## src/rtl/lsu_mem_stage.sv

```systemverilog
// Memory-stage load/store unit: one req/ack data-memory access per instruction,
// with byte-lane steering for stores, load extension, misalignment rejection and timeout.
module lsu_mem_stage #(
  parameter int unsigned WAIT_MAX = 255
) (
  input  logic        clk,
  input  logic        rst_n,
  input  logic        load,
  input  logic        memwrite,
  input  logic [1:0]  storeops,
  input  logic [2:0]  funct,
  input  logic [31:0] addr,
  input  logic [31:0] wdata,
  output logic        stall,
  output logic [31:0] rdata_out,
  output logic        rdata_valid,
  output logic        misalign_err,
  output logic        bus_err,
  output logic        dmem_req,
  output logic        dmem_we,
  output logic [31:0] dmem_addr,
  output logic [3:0]  dmem_be,
  output logic [31:0] dmem_wdata,
  input  logic        dmem_ack,
  input  logic [31:0] dmem_rdata
);

  localparam int unsigned DW = 32;
  localparam int unsigned BW = 4;
  localparam int unsigned CW = 8;

  localparam logic [1:0] SZ_B = 2'd0;
  localparam logic [1:0] SZ_H = 2'd1;
  localparam logic [1:0] SZ_W = 2'd2;

  typedef enum logic [1:0] {
    S_IDLE = 2'd0,
    S_BUSY = 2'd1,
    S_DONE = 2'd2
  } state_e;

  state_e state_q, state_d;

  logic          dmem_req_q, dmem_req_d;
  logic          dmem_we_q, dmem_we_d;
  logic [DW-1:0] dmem_addr_q, dmem_addr_d;
  logic [BW-1:0] dmem_be_q, dmem_be_d;
  logic [DW-1:0] dmem_wdata_q, dmem_wdata_d;
  logic [DW-1:0] rdata_q, rdata_d;
  logic          rvalid_q, rvalid_d;
  logic          mis_q, mis_d;
  logic          berr_q, berr_d;
  logic          is_load_q, is_load_d;
  logic [2:0]    funct_q, funct_d;
  logic [1:0]    lane_q, lane_d;
  logic [CW-1:0] cnt_q, cnt_d;

  logic          op_c;
  logic          misalign_c;
  logic          go_c;
  logic          timeout_c;
  logic [1:0]    size_c;
  logic [BW-1:0] be_c;
  logic [DW-1:0] wdata_c;

  // Sign/zero extension of the selected lane; funct 011/110/111 fall through to word.
  function automatic logic [DW-1:0] load_ext(input logic [2:0] f, input logic [1:0] lane,
                                             input logic [DW-1:0] w);
    logic [7:0]  b;
    logic [15:0] h;
    b = w[{lane, 3'b000} +: 8];
    h = lane[1] ? w[31:16] : w[15:0];
    case (f[1:0])
      2'b00:   return f[2] ? {24'd0, b} : {{24{b[7]}}, b};
      2'b01:   return f[2] ? {16'd0, h} : {{16{h[15]}}, h};
      default: return w;
    endcase
  endfunction

  // Request decode: access size, alignment and lane steering (load wins over store).
  always_comb begin
    op_c = load | (memwrite & (storeops != 2'd0));
    size_c = SZ_W;
    if (load) begin
      case (funct[1:0])
        2'b00:   size_c = SZ_B;
        2'b01:   size_c = SZ_H;
        default: size_c = SZ_W;
      endcase
    end else begin
      case (storeops)
        2'd1:    size_c = SZ_B;
        2'd2:    size_c = SZ_H;
        default: size_c = SZ_W;
      endcase
    end
    misalign_c = ((size_c == SZ_H) & addr[0]) | ((size_c == SZ_W) & (addr[1:0] != 2'd0));
    go_c = op_c & ~misalign_c;

    be_c    = 4'b1111;
    wdata_c = wdata;
    if (!load) begin
      case (size_c)
        SZ_B: begin
          be_c    = BW'(4'b0001 << addr[1:0]);
          wdata_c = {4{wdata[7:0]}};
        end
        SZ_H: begin
          be_c    = addr[1] ? 4'b1100 : 4'b0011;
          wdata_c = {2{wdata[15:0]}};
        end
        default: begin
          be_c    = 4'b1111;
          wdata_c = wdata;
        end
      endcase
    end
  end

  assign timeout_c = (cnt_q == CW'(WAIT_MAX - 1));

  always_ff @(posedge clk or negedge rst_n) begin
    if (!rst_n) state_q <= S_IDLE;
    else        state_q <= state_d;
  end

  always_comb begin
    state_d = state_q;
    case (state_q)
      S_IDLE:  if (go_c) state_d = S_BUSY;
      S_BUSY:  if (dmem_ack || timeout_c) state_d = S_DONE;
      S_DONE:  state_d = S_IDLE;
      default: state_d = S_IDLE;
    endcase
  end

  // Stall covers the issuing IDLE cycle plus every BUSY cycle; forced low while in reset.
  always_comb begin
    stall = 1'b0;
    if (rst_n) begin
      stall = ((state_q == S_IDLE) & go_c) | (state_q == S_BUSY);
    end
  end

  always_comb begin
    dmem_req_d   = dmem_req_q;
    dmem_we_d    = dmem_we_q;
    dmem_addr_d  = dmem_addr_q;
    dmem_be_d    = dmem_be_q;
    dmem_wdata_d = dmem_wdata_q;
    rdata_d      = rdata_q;
    rvalid_d     = 1'b0;
    mis_d        = 1'b0;
    berr_d       = 1'b0;
    is_load_d    = is_load_q;
    funct_d      = funct_q;
    lane_d       = lane_q;
    cnt_d        = cnt_q;
    case (state_q)
      S_IDLE: begin
        if (go_c) begin
          dmem_req_d   = 1'b1;
          dmem_we_d    = ~load;
          dmem_addr_d  = {addr[31:2], 2'b00};
          dmem_be_d    = be_c;
          dmem_wdata_d = wdata_c;
          is_load_d    = load;
          funct_d      = funct;
          lane_d       = addr[1:0];
          cnt_d        = '0;
        end else if (op_c) begin
          mis_d = 1'b1;
        end
      end
      S_BUSY: begin
        if (dmem_ack) begin
          dmem_req_d = 1'b0;
          if (is_load_q) begin
            rdata_d  = load_ext(funct_q, lane_q, dmem_rdata);
            rvalid_d = 1'b1;
          end
        end else if (timeout_c) begin
          dmem_req_d = 1'b0;
          berr_d     = 1'b1;
        end else begin
          cnt_d = CW'(cnt_q + 1'b1);
        end
      end
      default: ;
    endcase
  end

  always_ff @(posedge clk or negedge rst_n) begin
    if (!rst_n) begin
      dmem_req_q   <= 1'b0;
      dmem_we_q    <= 1'b0;
      dmem_addr_q  <= '0;
      dmem_be_q    <= '0;
      dmem_wdata_q <= '0;
      rdata_q      <= '0;
      rvalid_q     <= 1'b0;
      mis_q        <= 1'b0;
      berr_q       <= 1'b0;
      is_load_q    <= 1'b0;
      funct_q      <= '0;
      lane_q       <= '0;
      cnt_q        <= '0;
    end else begin
      dmem_req_q   <= dmem_req_d;
      dmem_we_q    <= dmem_we_d;
      dmem_addr_q  <= dmem_addr_d;
      dmem_be_q    <= dmem_be_d;
      dmem_wdata_q <= dmem_wdata_d;
      rdata_q      <= rdata_d;
      rvalid_q     <= rvalid_d;
      mis_q        <= mis_d;
      berr_q       <= berr_d;
      is_load_q    <= is_load_d;
      funct_q      <= funct_d;
      lane_q       <= lane_d;
      cnt_q        <= cnt_d;
    end
  end

  assign dmem_req     = dmem_req_q;
  assign dmem_we      = dmem_we_q;
  assign dmem_addr    = dmem_addr_q;
  assign dmem_be      = dmem_be_q;
  assign dmem_wdata   = dmem_wdata_q;
  assign rdata_out    = rdata_q;
  assign rdata_valid  = rvalid_q;
  assign misalign_err = mis_q;
  assign bus_err      = berr_q;

endmodule

```

## config.mk

```make
export PLATFORM = sky130hd
export DESIGN_NAME = lsu_mem_stage
export DESIGN_NICKNAME = d
export VERILOG_FILES = /design/src/rtl/lsu_mem_stage.sv
export SDC_FILE = /design/constraint.sdc
export NUM_CORES = 1
export LEC_CHECK = 0
export CELL_PAD_IN_SITES_DETAIL_PLACEMENT = 1
export CELL_PAD_IN_SITES_GLOBAL_PLACEMENT = 2
export CORE_MARGIN = 2
export CORE_UTILIZATION = 29
export DETAILED_ROUTE_END_ITERATION = 8
export HOLD_SLACK_MARGIN = 0.1
export PLACE_DENSITY = 0.86
export SKIP_CTS_REPAIR_TIMING = 1
export SLEW_MARGIN = 30
export SYNTH_ARGS = -nofsm -noshare
export SYNTH_HDL_FRONTEND = slang
export SYNTH_SLANG_ARGS = --single-unit
```

## constraint.sdc

```tcl
create_clock -name clk -period 6.9 [get_ports clk]
set_input_delay 1.38 -clock clk [delete_from_list [all_inputs] [get_ports clk]]
set_output_delay 1.38 -clock clk [all_outputs]
set_load 0.1 [all_outputs]
```

==> out/qor.txt <==
max incr delay on CP: 0.55 ns
1st-pass router iterations: 4
Top FF cell, synth: dfrtp_1
critical path required time: 5.52 ns
max-slew violation count: 0
CTS tree: done
HPWL after DPL: 13.2 mm
setup violators final: 0
final hold viol count: 0
initial antenna violation count: 0
worst path arrival time: 3.50 ns
fin crit share: 70.8%
sequential area share after synthesis: 53.4%
R2R Path End: rdata_out[12]
H-tree Lvls: 4
Area growth, synth to finish: 50.5%
Max Used Layer: met4
register bit total from synthesis: 119
YS warnings: 0
M1 WL: 7.54 mm
CP Max Fanout: 12
Mean Syn Cell Area: 10.6 µm²
Setup crit start kind: input port
Synth async-reset ratio: 100%
Total GRT Usage: 18.4%
setup_tns: 0 ns
slew margin rel.: 30.8%
largest net degree at the start of global routing: 95
crit path capture type: output pin
first-pass GRT wire length: 28.8 mm
Clock Path Buffers: 2
Wirelength per Cell: 18.6 µm
worst skew pair latency: 0.41 ns
Min Clock Period, post-route: 4.88 ns
Post-synth EDFFs: 0
Fin Clk Skew: 0.00679 ns
reg2reg start: state_q[1]
post-route ant nets: 0
Min-Delay Path Class: register to register
PortBufs: 209
core box area: 0.0188 mm²
drt first-iter violations: 136
clock-pin transition on the worst setup and hold timing paths: 0.05 ns
outcome: finished clean
die height: 143 µm
share of cells above drive strength 1: 8.98%
clk sinks: 119
most common cell after layout, fill and taps aside: clkdlybuf4s50_1
row count: 50
die width: 143 µm
number of global-route vias before repair: 5,367
Initial Utilization: 29.7%
Root Buffer: clkbuf_16
routability-driven placement congestion ratio: 0.807
commonest cells after routing, fill and taps aside: 199 x clkdlybuf4s50_1, 119 x dfrtp_1, 72 x nand2_1, 38 x mux2_1
Tightest Pin Transition: 1.04 ns
critical path class: input port to output pin
Util after Layout: 44.7%
fin nets: 834
CP Launch Point: storeops[0]
n_diodes: 0
critical path's slowest cell: ha_1
Netlist cell types: 53
drt drc: 0
Worst R2R Path Depth: 5
die footprint: 0.0204 mm²
Max Cap Viol: 0
worst path cell trace: clkdlybuf4s50_1 -> inv_1 -> ha_1 -> nand2b_1 -> a31oi_2 -> o21ai_4 -> a21boi_1 -> buf_4
Num CTS Buffers: 17
DR WL met2: 8.48 mm
synthesized instance count: 525
unrepaired setup endpoints after global routing: no
DR vias: 4,796
boundary pin count: 212
CP endpoint: stall
met3 wire len: 1.75 mm
DR vias/cell: 4.95
Routed Wire Length: 18.0 mm
Worst R2R Setup Slack: 4.45 ns
grt ovf: 0
Mapped Area: 0.00558 mm²
fmax: 205 MHz
-- area by class of cell --
| cell class | instances | area, µm² |
|---|---|---|
| fillers | 2074 | 10400 |
| clock inverters | 7 | 118 |
| flip-flops and latches | 119 | 2980 |
| multi-input cells | 366 | 2400 |
| clock buffers | 23 | 498 |
| inverters | 7 | 26.3 |
| well taps | 234 | 293 |
| repair buffers | 213 | 2080 |
-- worst max-delay path: cells and delay by family --
family,cells,cell delay (ns)
AND/OR/NAND/NOR,1,0.13
buffers and inverters,3,0.81
AO/OA/AOI/OAI,3,0.62
adder cells (fa/ha/maj),1,0.55
-- worst min path at each step --
| stage | start | endpoint | slack [ns] | cells after the start |
|---|---|---|---|---|
| after floorplan | is_load_q | is_load_q | 0.46 | 1 |
| after global routing | dmem_wdata[0] | dmem_wdata[0] | 0.51 | 1 |
| after CTS | rdata_out[2] | rdata_out[2] | 0.48 | 2 |
| after global placement | dmem_wdata[13] | dmem_wdata[13] | 0.46 | 2 |
| after detailed placement | rdata_out[2] | rdata_out[2] | 0.47 | 2 |
| final | dmem_we | dmem_we | 0.48 | 2 |
-- logic make-up after synthesis --
group / synth area share [%]
adders and majority gates: 0.897
AOI/OAI and AO/OA: 14.0
other: 0.0672
and+or+nand+nor: 13.0
muxes: 14.7
xor gates and xnor gates: 0.157
DFF: 53.4
buffers and inverters: 3.88
-- metrics by stage --
stage / setup WS [ns] / hold slack (ns) / instance area (µm²) / cells
floorplan: 1.59 / 0.465 / 5580 / 526
global placement: 2.04 / 0.463 / 7810 / 939
detailed placement: 1.99 / 0.472 / 7800 / 939
CTS: 1.97 / 0.484 / 8420 / 969
global route: 1.86 / 0.510 / 8400 / 969
finish: 2.02 / 0.478 / 8400 / 969
-- synthesized netlist by cell type, types with 4 or more instances --
| cell | count | area, µm² |
|---|---|---|
| o21ai_0 | 31 | 155 |
| o21ai_1 | 17 | 85.1 |
| nand3_1 | 9 | 45.0 |
| buf_4 | 5 | 37.5 |
| nor2b_1 | 5 | 31.3 |
| ha_1 | 4 | 50.1 |
| buf_6 | 4 | 45.0 |
| nor3_1 | 7 | 35.0 |
| nor3b_1 | 4 | 30.0 |
| o2bb2ai_1 | 6 | 52.6 |
| a31oi_1 | 8 | 50.1 |
| inv_1 | 7 | 26.3 |
| mux2_2 | 13 | 146 |
| nor2_1 | 31 | 116 |
| a221o_1 | 4 | 40.0 |
| dfrtp_1 | 119 | 2980 |
| mux2_1 | 38 | 428 |
| o22ai_1 | 8 | 50.1 |
| a22o_1 | 5 | 43.8 |
| clkbuf_1 | 12 | 45.0 |
| mux2i_1 | 23 | 230 |
| a21oi_1 | 31 | 155 |
| nand4_1 | 4 | 25.0 |
| nand2_1 | 72 | 270 |
| nand2b_1 | 8 | 50.1 |
| buf_2 | 11 | 55.1 |
-- routing by layer --
metal  global-route usage (%)  up-vias
met4                     5.58        0
met3                     7.98       18
met2                     30.1      166
met5                        0        -
met1                     21.8     2360
li1                         -     2252
-- flip-flops by register name, indices dropped and copies added, names as in the netlist, 2 cells and up --
signal	flops
dmem_wdata	32
funct_q	3
lane_q	2
cnt_q	8
dmem_addr	30
dmem_be	4
state_q	2
rdata_out	32
Power is not shown: default switching activity piles up to over one toggle a cycle in this logic, so the estimate is an artifact.
